File: src/rtl/cpu_bus_arbiter_pkg.sv
// Shared definitions for the CPU bus arbiter: port ids, FSM encoding, starvation counter sizing.
package cpu_bus_arbiter_pkg;

    localparam int unsigned NUM_PORTS            = 3;
    localparam int unsigned CNT_W                = 4;
    localparam int unsigned STARVE_LIMIT_DEFAULT = 8;

    typedef logic [1:0]       port_id_t;
    typedef logic [CNT_W-1:0] starve_cnt_t;

    localparam port_id_t PORT_A = 2'd0;
    localparam port_id_t PORT_B = 2'd1;
    localparam port_id_t PORT_C = 2'd2;

    typedef enum logic [1:0] {
        StIdle    = 2'd0,
        StBusy    = 2'd1,
        StRelease = 2'd2
    } state_t;

endpackage

File: src/rtl/cpu_bus_arbiter_select.sv
// Combinational winner selection: starved ports first, then fixed priority B > A > C.
module cpu_bus_arbiter_select
    import cpu_bus_arbiter_pkg::*;
#(
    parameter int unsigned STARVE_LIMIT = STARVE_LIMIT_DEFAULT
) (
    input  logic [NUM_PORTS-1:0]            request,
    input  logic [NUM_PORTS-1:0][CNT_W-1:0] starve,
    output logic                            grant_valid,
    output port_id_t                        grant_id
);

    logic [NUM_PORTS-1:0] starved;

    function automatic port_id_t pick(input logic [NUM_PORTS-1:0] mask);
        port_id_t id;
        id = PORT_B;
        if (mask[PORT_B]) begin
            id = PORT_B;
        end else if (mask[PORT_A]) begin
            id = PORT_A;
        end else if (mask[PORT_C]) begin
            id = PORT_C;
        end
        return id;
    endfunction

    always_comb begin
        for (int unsigned i = 0; i < NUM_PORTS; i++) begin
            starved[i] = request[i] && (starve[i] == CNT_W'(STARVE_LIMIT));
        end
    end

    always_comb begin
        grant_valid = |request;
        grant_id    = (|starved) ? pick(starved) : pick(request);
    end

endmodule

File: src/rtl/cpu_bus_arbiter.sv
// Shares the external CPU bus between fetch (A), memory stage (B) and DMA (C).
// One transaction in flight; a winner must drop its request before the next arbitration.
module cpu_bus_arbiter
    import cpu_bus_arbiter_pkg::*;
#(
    parameter int unsigned STARVE_LIMIT = STARVE_LIMIT_DEFAULT
) (
    input  logic        i_clock,
    input  logic        i_reset,
    output logic        o_bus_rw,
    output logic        o_bus_request,
    input  logic        i_bus_ready,
    output logic [31:0] o_bus_address,
    input  logic [31:0] i_bus_rdata,
    output logic [31:0] o_bus_wdata,
    input  logic        i_pa_request,
    output logic        o_pa_ready,
    input  logic [31:0] i_pa_address,
    output logic [31:0] o_pa_rdata,
    input  logic        i_pb_rw,
    input  logic        i_pb_request,
    output logic        o_pb_ready,
    input  logic [31:0] i_pb_address,
    input  logic [31:0] i_pb_wdata,
    output logic [31:0] o_pb_rdata,
    input  logic        i_pc_rw,
    input  logic        i_pc_request,
    output logic        o_pc_ready,
    input  logic [31:0] i_pc_address,
    input  logic [31:0] i_pc_wdata,
    output logic [31:0] o_pc_rdata
);

    state_t                          state_q;
    port_id_t                        winner_q;
    logic [NUM_PORTS-1:0][CNT_W-1:0] starve_q;
    logic [NUM_PORTS-1:0]            request;
    logic                            grant_valid;
    port_id_t                        grant_id;

    assign request = {i_pc_request, i_pb_request, i_pa_request};

    cpu_bus_arbiter_select #(
        .STARVE_LIMIT(STARVE_LIMIT)
    ) u_select (
        .request    (request),
        .starve     (starve_q),
        .grant_valid(grant_valid),
        .grant_id   (grant_id)
    );

    always_ff @(posedge i_clock or posedge i_reset) begin
        if (i_reset) begin
            state_q       <= StIdle;
            winner_q      <= PORT_A;
            starve_q      <= '0;
            o_bus_rw      <= 1'b0;
            o_bus_request <= 1'b0;
            o_bus_address <= '0;
            o_bus_wdata   <= '0;
            o_pa_ready    <= 1'b0;
            o_pb_ready    <= 1'b0;
            o_pc_ready    <= 1'b0;
            o_pa_rdata    <= '0;
            o_pb_rdata    <= '0;
            o_pc_rdata    <= '0;
        end else begin
            o_pa_ready <= 1'b0;
            o_pb_ready <= 1'b0;
            o_pc_ready <= 1'b0;
            unique case (state_q)
                StIdle: begin
                    if (grant_valid) begin
                        winner_q      <= grant_id;
                        o_bus_request <= 1'b1;
                        state_q       <= StBusy;
                        case (grant_id)
                            PORT_A: begin
                                o_bus_address <= i_pa_address;
                                o_bus_rw      <= 1'b0;
                                o_bus_wdata   <= '0;
                            end
                            PORT_B: begin
                                o_bus_address <= i_pb_address;
                                o_bus_rw      <= i_pb_rw;
                                o_bus_wdata   <= i_pb_wdata;
                            end
                            default: begin
                                o_bus_address <= i_pc_address;
                                o_bus_rw      <= i_pc_rw;
                                o_bus_wdata   <= i_pc_wdata;
                            end
                        endcase
                        // Losers that are still pending age; everyone else restarts.
                        for (int unsigned i = 0; i < NUM_PORTS; i++) begin
                            if (!request[i] || port_id_t'(i) == grant_id) begin
                                starve_q[i] <= '0;
                            end else if (starve_q[i] != CNT_W'(STARVE_LIMIT)) begin
                                starve_q[i] <= starve_q[i] + CNT_W'(1);
                            end
                        end
                    end
                end
                StBusy: begin
                    if (i_bus_ready) begin
                        o_bus_request <= 1'b0;
                        state_q       <= StRelease;
                        case (winner_q)
                            PORT_A: begin
                                o_pa_ready <= 1'b1;
                                if (!o_bus_rw) o_pa_rdata <= i_bus_rdata;
                            end
                            PORT_B: begin
                                o_pb_ready <= 1'b1;
                                if (!o_bus_rw) o_pb_rdata <= i_bus_rdata;
                            end
                            default: begin
                                o_pc_ready <= 1'b1;
                                if (!o_bus_rw) o_pc_rdata <= i_bus_rdata;
                            end
                        endcase
                    end
                end
                StRelease: begin
                    if (!request[winner_q]) state_q <= StIdle;
                end
                default: state_q <= StIdle;
            endcase
        end
    end

endmodule

File: config.mk
export PLATFORM = sky130hd
export DESIGN_NAME = cpu_bus_arbiter
export DESIGN_NICKNAME = d
export VERILOG_FILES = /design/src/rtl/cpu_bus_arbiter_pkg.sv /design/src/rtl/cpu_bus_arbiter_select.sv /design/src/rtl/cpu_bus_arbiter.sv
export SDC_FILE = /design/constraint.sdc
export NUM_CORES = 1
export LEC_CHECK = 0
export CAP_MARGIN = 20
export CORE_AREA = 2 2 142 144
export DETAILED_ROUTE_END_ITERATION = 10
export DIE_AREA = 0 0 144 146
export HOLD_SLACK_MARGIN = 0.02
export PLACE_DENSITY_LB_ADDON = 0.1
export SYNTH_ARGS = -nofsm -noshare
export SYNTH_HDL_FRONTEND = slang
export SYNTH_SLANG_ARGS = --single-unit
export TNS_END_PERCENT = 5
File: constraint.sdc
create_clock -name i_clock -period 11.6 [get_ports i_clock]
set_clock_uncertainty 0.05 [all_clocks]
set_input_delay 2.32 -clock i_clock [delete_from_list [all_inputs] [get_ports i_clock]]
set_output_delay 2.32 -clock i_clock [all_outputs]
set_load 0.02 [all_outputs]
### Word level (Yosys, flattened, before mapping)

Cells that the tools add are included.

* memories kept: 0
* logic and storage cells: 98
* bits in registers: 181
* memory bits (read-only): 0
* latch bits: 0
* bits in writable memories: 0

* div/mod/pow operators: 0
* equal/unequal tests: 15
* add/sub/neg operators: 3
* shifts and indexed selects: 0
* reduce and logical (&&, ||, !) cells: 28
* mux-type cells: 34
* magnitude comparators: 1
* multipliers: 0
* bitwise gates (word level): 2

Operator list (count)
* $pmux W32 S2: 2
* $mux W4: 6
* $mux W2: 10
* $reduce_and A3 Y1: 5
* $add A4 B1 Y4 const B: 3
* $eq A4 B4 Y1 const B: 3
* $mux W1: 12
* $ne A4 B4 Y1 const B: 3
* $reduce_and A4 Y1: 3
* $reduce_bool A2 Y1: 4
* $eq A2 B1 Y1 const B: 3
* $logic_not A2 Y1: 3
* $ne A2 B2 Y1 const B: 3
* $pmux W2 S3: 1
* $reduce_or A3 Y1: 2
* $pmux W1 S2: 2
* $logic_and A1 B1 Y1: 3
* $logic_not A1 Y1: 3
* $logic_or A1 B1 Y1: 3
* $lt A2 B3 Y1 const B: 1
* $bmux W1 S2: 1
* $eq A1 B2 Y1 const A: 1
* $eq A2 B2 Y1 const A: 1
* $eq A2 B2 Y1 const B: 1
* other kinds (3): 4

### Longest topological paths before layout

* depth in word-level cells: 10
* depth in mapped cells: 9

### Modules after synthesis

Synthesis repeated with hierarchy kept, for this count alone.

* cell total of the unflattened synthesis: 655
* area, all modules: 8122.8 µm²

By module, submodules not included
* cpu_bus_arbiter: cells an instance 642, seq. area each 4529.3 µm², instances 1, area each 8017.7 µm²
* cpu_bus_arbiter_select: cells an instance 13, seq. area each 0.0 µm², instances 1, area each 105.1 µm²

### Worst setup path after synthesis

No wires, ideal clock.

* path kind: in2reg
* from: in i_pb_request
* to: reg o_bus_address[12]
* setup slack: 7.657 ns
* arrival: 3.759 ns
* stages on the path: 9
* setup time: 0.134 ns
* path buffers: 5
* data required time: 11.416 ns
* cell sequence: buf_2 -> or3_1 -> buf_2 -> and2_4 -> buf_6 -> buf_6 -> buf_6 -> o2111ai_1 -> o211ai_2

* cells in the longest elaborated chain, start to end: 5
* elaborated cells between the ends (all ways): 10

RTL lines
* start, declared: line cpu_bus_arbiter.sv:21 `input logic i_pb_request,`
* $logic_and A1 B1 Y1: line cpu_bus_arbiter_select.sv:30 `starved[i] = request[i] && (starve[i] == CNT_W'(STARVE_LIMIT));`
* $reduce_or A3 Y1 / $mux W2 (equally long branches): line cpu_bus_arbiter_select.sv:36, cpu_bus_arbiter_select.sv:18
* $mux W2: line cpu_bus_arbiter_select.sv:36 `grant_id = (|starved) ? pick(starved) : pick(request);`
* $eq A2 B1 Y1 / $logic_not A2 Y1 (equally long branches): line cpu_bus_arbiter.sv:77 `case (grant_id)`
* $pmux W32 S2: line cpu_bus_arbiter.sv:77
* end signal, assigned: line cpu_bus_arbiter.sv:79 `o_bus_address <= i_pa_address;`
* end signal, assigned: line cpu_bus_arbiter.sv:84 `o_bus_address <= i_pb_address;`
* end signal, assigned: line cpu_bus_arbiter.sv:89 `o_bus_address <= i_pc_address;`
* end, declared: line cpu_bus_arbiter.sv:13 `output logic [31:0] o_bus_address,`

Parallel ways exist; a longest one is shown, timed or not.
A chain may end at the register's enable or synchronous reset.

### Worst setup path after layout

* from: in i_pb_request
* to: reg starve_q[6] (netlist bit)

* cells in the longest elaborated chain, start to end: 7
* elaborated cells between the ends (all ways): 12

RTL lines
* $logic_and A1 B1 Y1: line cpu_bus_arbiter_select.sv:30
* $reduce_or A3 Y1 / $mux W2 (equally long branches): line cpu_bus_arbiter_select.sv:36, cpu_bus_arbiter_select.sv:18
* $mux W2: line cpu_bus_arbiter_select.sv:36
* $eq A1 B2 Y1: line cpu_bus_arbiter.sv:96 `if (!request[i] || port_id_t'(i) == grant_id) begin`
* $logic_or A1 B1 Y1: line cpu_bus_arbiter.sv:96
* $reduce_bool A2 Y1 (no line)
* $reduce_and A3 Y1 (no line)
* end signal, assigned by index: line cpu_bus_arbiter.sv:99 `starve_q[i] <= starve_q[i] + CNT_W'(1);`
* end, declared: line cpu_bus_arbiter.sv:36 `logic [NUM_PORTS-1:0][CNT_W-1:0] starve_q;`

Parallel ways exist; a longest one is shown, timed or not.

==> impl_metrics.tcl <==
set metrics [dict create \
    yosys.area.top_type "dfrtp_1" \
    worstSetupEndpointType "flip-flop" \
    die_y_um 146 \
    cts.htree.levels 4 \
    fp.coreArea_um2 19300 \
    cts.sinks 181 \
    synth_xor_area_share_pct 0 \
    worstHoldPathType "flip-flop to flip-flop" \
    die_w_um 144 \
    ys_seq_area_share_pct 54.2 \
    grt_overflow 0 \
    place.gp.congestion 0.789 \
    timing.setup.tns_ps 0 \
    period_needed_ps 4800 \
    clock_latency_ps 430 \
    cts_tree "built" \
    grt_first_pass_wirelength_um 38500 \
    die-area_um2 21000 \
    area_delta_synth_final_pct 52.2 \
    timing.hold.ws_ps 433 \
    synth_compound_area_share_pct 17.3 \
    ys_async_sr_fraction_pct 100 \
    vias_per_cell 5.48 \
    synth_flop_cell "dfrtp_1" \
    hold_viol 0 \
    rows 51 \
    drtIter0Drc 309 \
    cts_setup_buffers 0 \
    syn-cell-area_um2 8350 \
    hpwl_um 17800 \
    clockBufferDepth 2 \
    cp_max_fo 78 \
    ys_warn_count 0 \
    synth_nets 827 \
    wl_per_cell_um 20.1 \
    grt_max_degree 94 \
    worstPathRequired_ps 11860 \
    firstDrtPassIters 4 \
    path_class "primary input to flip-flop" \
    antenna_left 0 \
    worst_pin_slew_ps 1100 \
    max_freq_ghz 0.208 \
    start_kind "primary input" \
    synth_top_family_by_area "compound AO/OA/AOI/OAI gates" \
    synth.area.top_cells "dfrtp_1 54%, mux2_2 12%, o211ai_2 4.3%, a221o_1 4.1%, mux2i_1 4.0%" \
    path_clk_slew_ps 70 \
    ys_ff_latch 181 \
    ios 365 \
    cts_buffers 17 \
    wirelength_um 24900 \
    synth_top_area_share_pct 54.2 \
    diodes 0 \
    grt_use_total_pct 23.5 \
    cp.arrival_ps 5060 \
    ir_worst_vdd_mv 0.170 \
    power_uw 3440 \
    yosys.area_share.simple_pct 5.72 \
    antenna_found_initial 0 \
    relSlewSlack_pct 26.4 \
    cts_resized 0 \
    drc_errors 0 \
    io_buffers 364 \
    final-setup-viol-count 0 \
    synth_fa_ha_area_share_pct 0.899 \
    synth_mux_area_share_pct 17.2 \
    layout-drive-gt1-share_pct 17.6 \
    cap_violations 0 \
    netlist_instances 621 \
    grt_pass1_vias 7064 \
    rsz0062_at_grt "false" \
    final_max_slew_viol_count 0 \
    status "finished, final reports clean" \
    fin_crit_sh_pct 41.4 \
    vias 6783 \
    start_util_pct 43.2 \
    holdBufCountCts 0 \
    fin_nets 1166 \
    synthDistinctLibCells 46 \
    power.leakage_uw 0.00531 \
    power_density_nw_per_um2 270 \
    synth-edff-count 0 \
    synth_area_per_cell_um2 13.4 \
    postLayoutCoreUtil_pct 65.7 \
    clockRootBuffer "clkbuf_16" \
]
## logic make-up after synthesis
group / Yosys count
muxes: 131
buffers and inverters: 64
and+or+nand+nor: 80
DFF: 181
AOI/OAI and AO/OA: 159
adders and majority gates: 6
## worst max-delay path, cell delays in order
cell and delay, ps:
clkdlybuf4s50_1 670, or3_1 270, and2_4 510, buf_4 760, o21ai_0 240, a22o_1 240
## state kept, by name, indices dropped and copies added, names as in the netlist
name / cells
o_bus_address: 32
o_bus_request: 1
o_bus_rw: 1
o_bus_wdata: 32
o_pa_rdata: 32
o_pa_ready: 1
o_pb_rdata: 32
o_pb_ready: 1
o_pc_rdata: 32
o_pc_ready: 1
starve_q: 12
state_q: 2
winner_q: 2
## final cells by class
type | count | area, um2
Timing Repair Buffer | 374 | 3760
Fill cell | 1483 | 6630
Tap cell | 265 | 332
Clock buffer | 17 | 425
Clock inverter | 14 | 164
Inverter | 10 | 42.5
Multi-Input combinational cell | 376 | 3450
Sequential cell | 181 | 4530
## path summary, 6_finish.rpt
kind                                     from                end  slack, ps  cells past startpoint
min in group asynchronous             i_reset    o_bus_wdata[27]       2390                      2
worst max register to register     state_q[0]        starve_q[6]       8870                      5
max in group asynchronous             i_reset  o_bus_address[19]       7780                      4
worst min-delay path            o_bus_request      o_bus_request        430                      2
worst min register to register  o_bus_request      o_bus_request        430                      2
worst max-delay path             i_pb_request        starve_q[6]       6800                      6
## layer usage
layer | global-route usage (%) | vias to the layer above | wire (um)
li1 | - | 3096 | -
met1 | 27.3 | 3380 | 9580
met2 | 42.5 | 268 | 13100
met3 | 5.79 | 39 | 1700
met4 | 6.72 | 0 | 530
met5 | 0 | - | 0
## per-stage QoR
| step | worst slack (ps) | instances | instance area [um2] |
|---|---|---|---|
| 2_1_floorplan | 4310 | 621 | 8350 |
| 5_1_grt | 6590 | 1237 | 12700 |
| 4_1_cts | 6540 | 1235 | 12700 |
| 3_5_place_dp | 6090 | 1204 | 12100 |
| 3_3_place_gp | 6020 | 1203 | 12100 |
| 6_report | 6800 | 1237 | 12700 |
## power by group
| part | internal (uW) | switching (uW) | leakage (uW) |
|---|---|---|---|
| clock | 307 | 272 | 0.000287 |
| combinational | 868 | 859 | 0.00280 |
| sequential | 927 | 202 | 0.00222 |
| total | 2100 | 1330 | 0.00531 |
## cells in the mapped netlist (4+ instances only)
master     instances
clkbuf_1          17
dfrtp_1          181
nand2_1            9
mux2_2            90
nor2_1            11
mux2_1             8
o211ai_1          38
buf_6             16
nand3_1            4
a221o_1           34
ha_1               6
o211ai_2          29
buf_2             14
inv_1             10
a22o_1             4
mux2i_1           33
and3_1            33
o21ai_0           12
o2111ai_1         32
## cell usage in the layout (no fill, tap or decap), types with 8 or more instances in the layout
| cell type | n |
|---|---|
| mux2_2 | 90 |
| mux2i_1 | 33 |
| nor2_1 | 10 |
| dfrtp_1 | 181 |
| o2111ai_1 | 32 |
| inv_1 | 9 |
| o21ai_0 | 12 |
| clkbuf_16 | 17 |
| clkdlybuf4s50_1 | 364 |
| nand2_1 | 9 |
| mux2_1 | 8 |
| a221o_1 | 34 |
| o211ai_1 | 38 |
| o211ai_2 | 29 |
| and3_1 | 33 |
No activity file was read; power rests on OpenSTA's default activity.
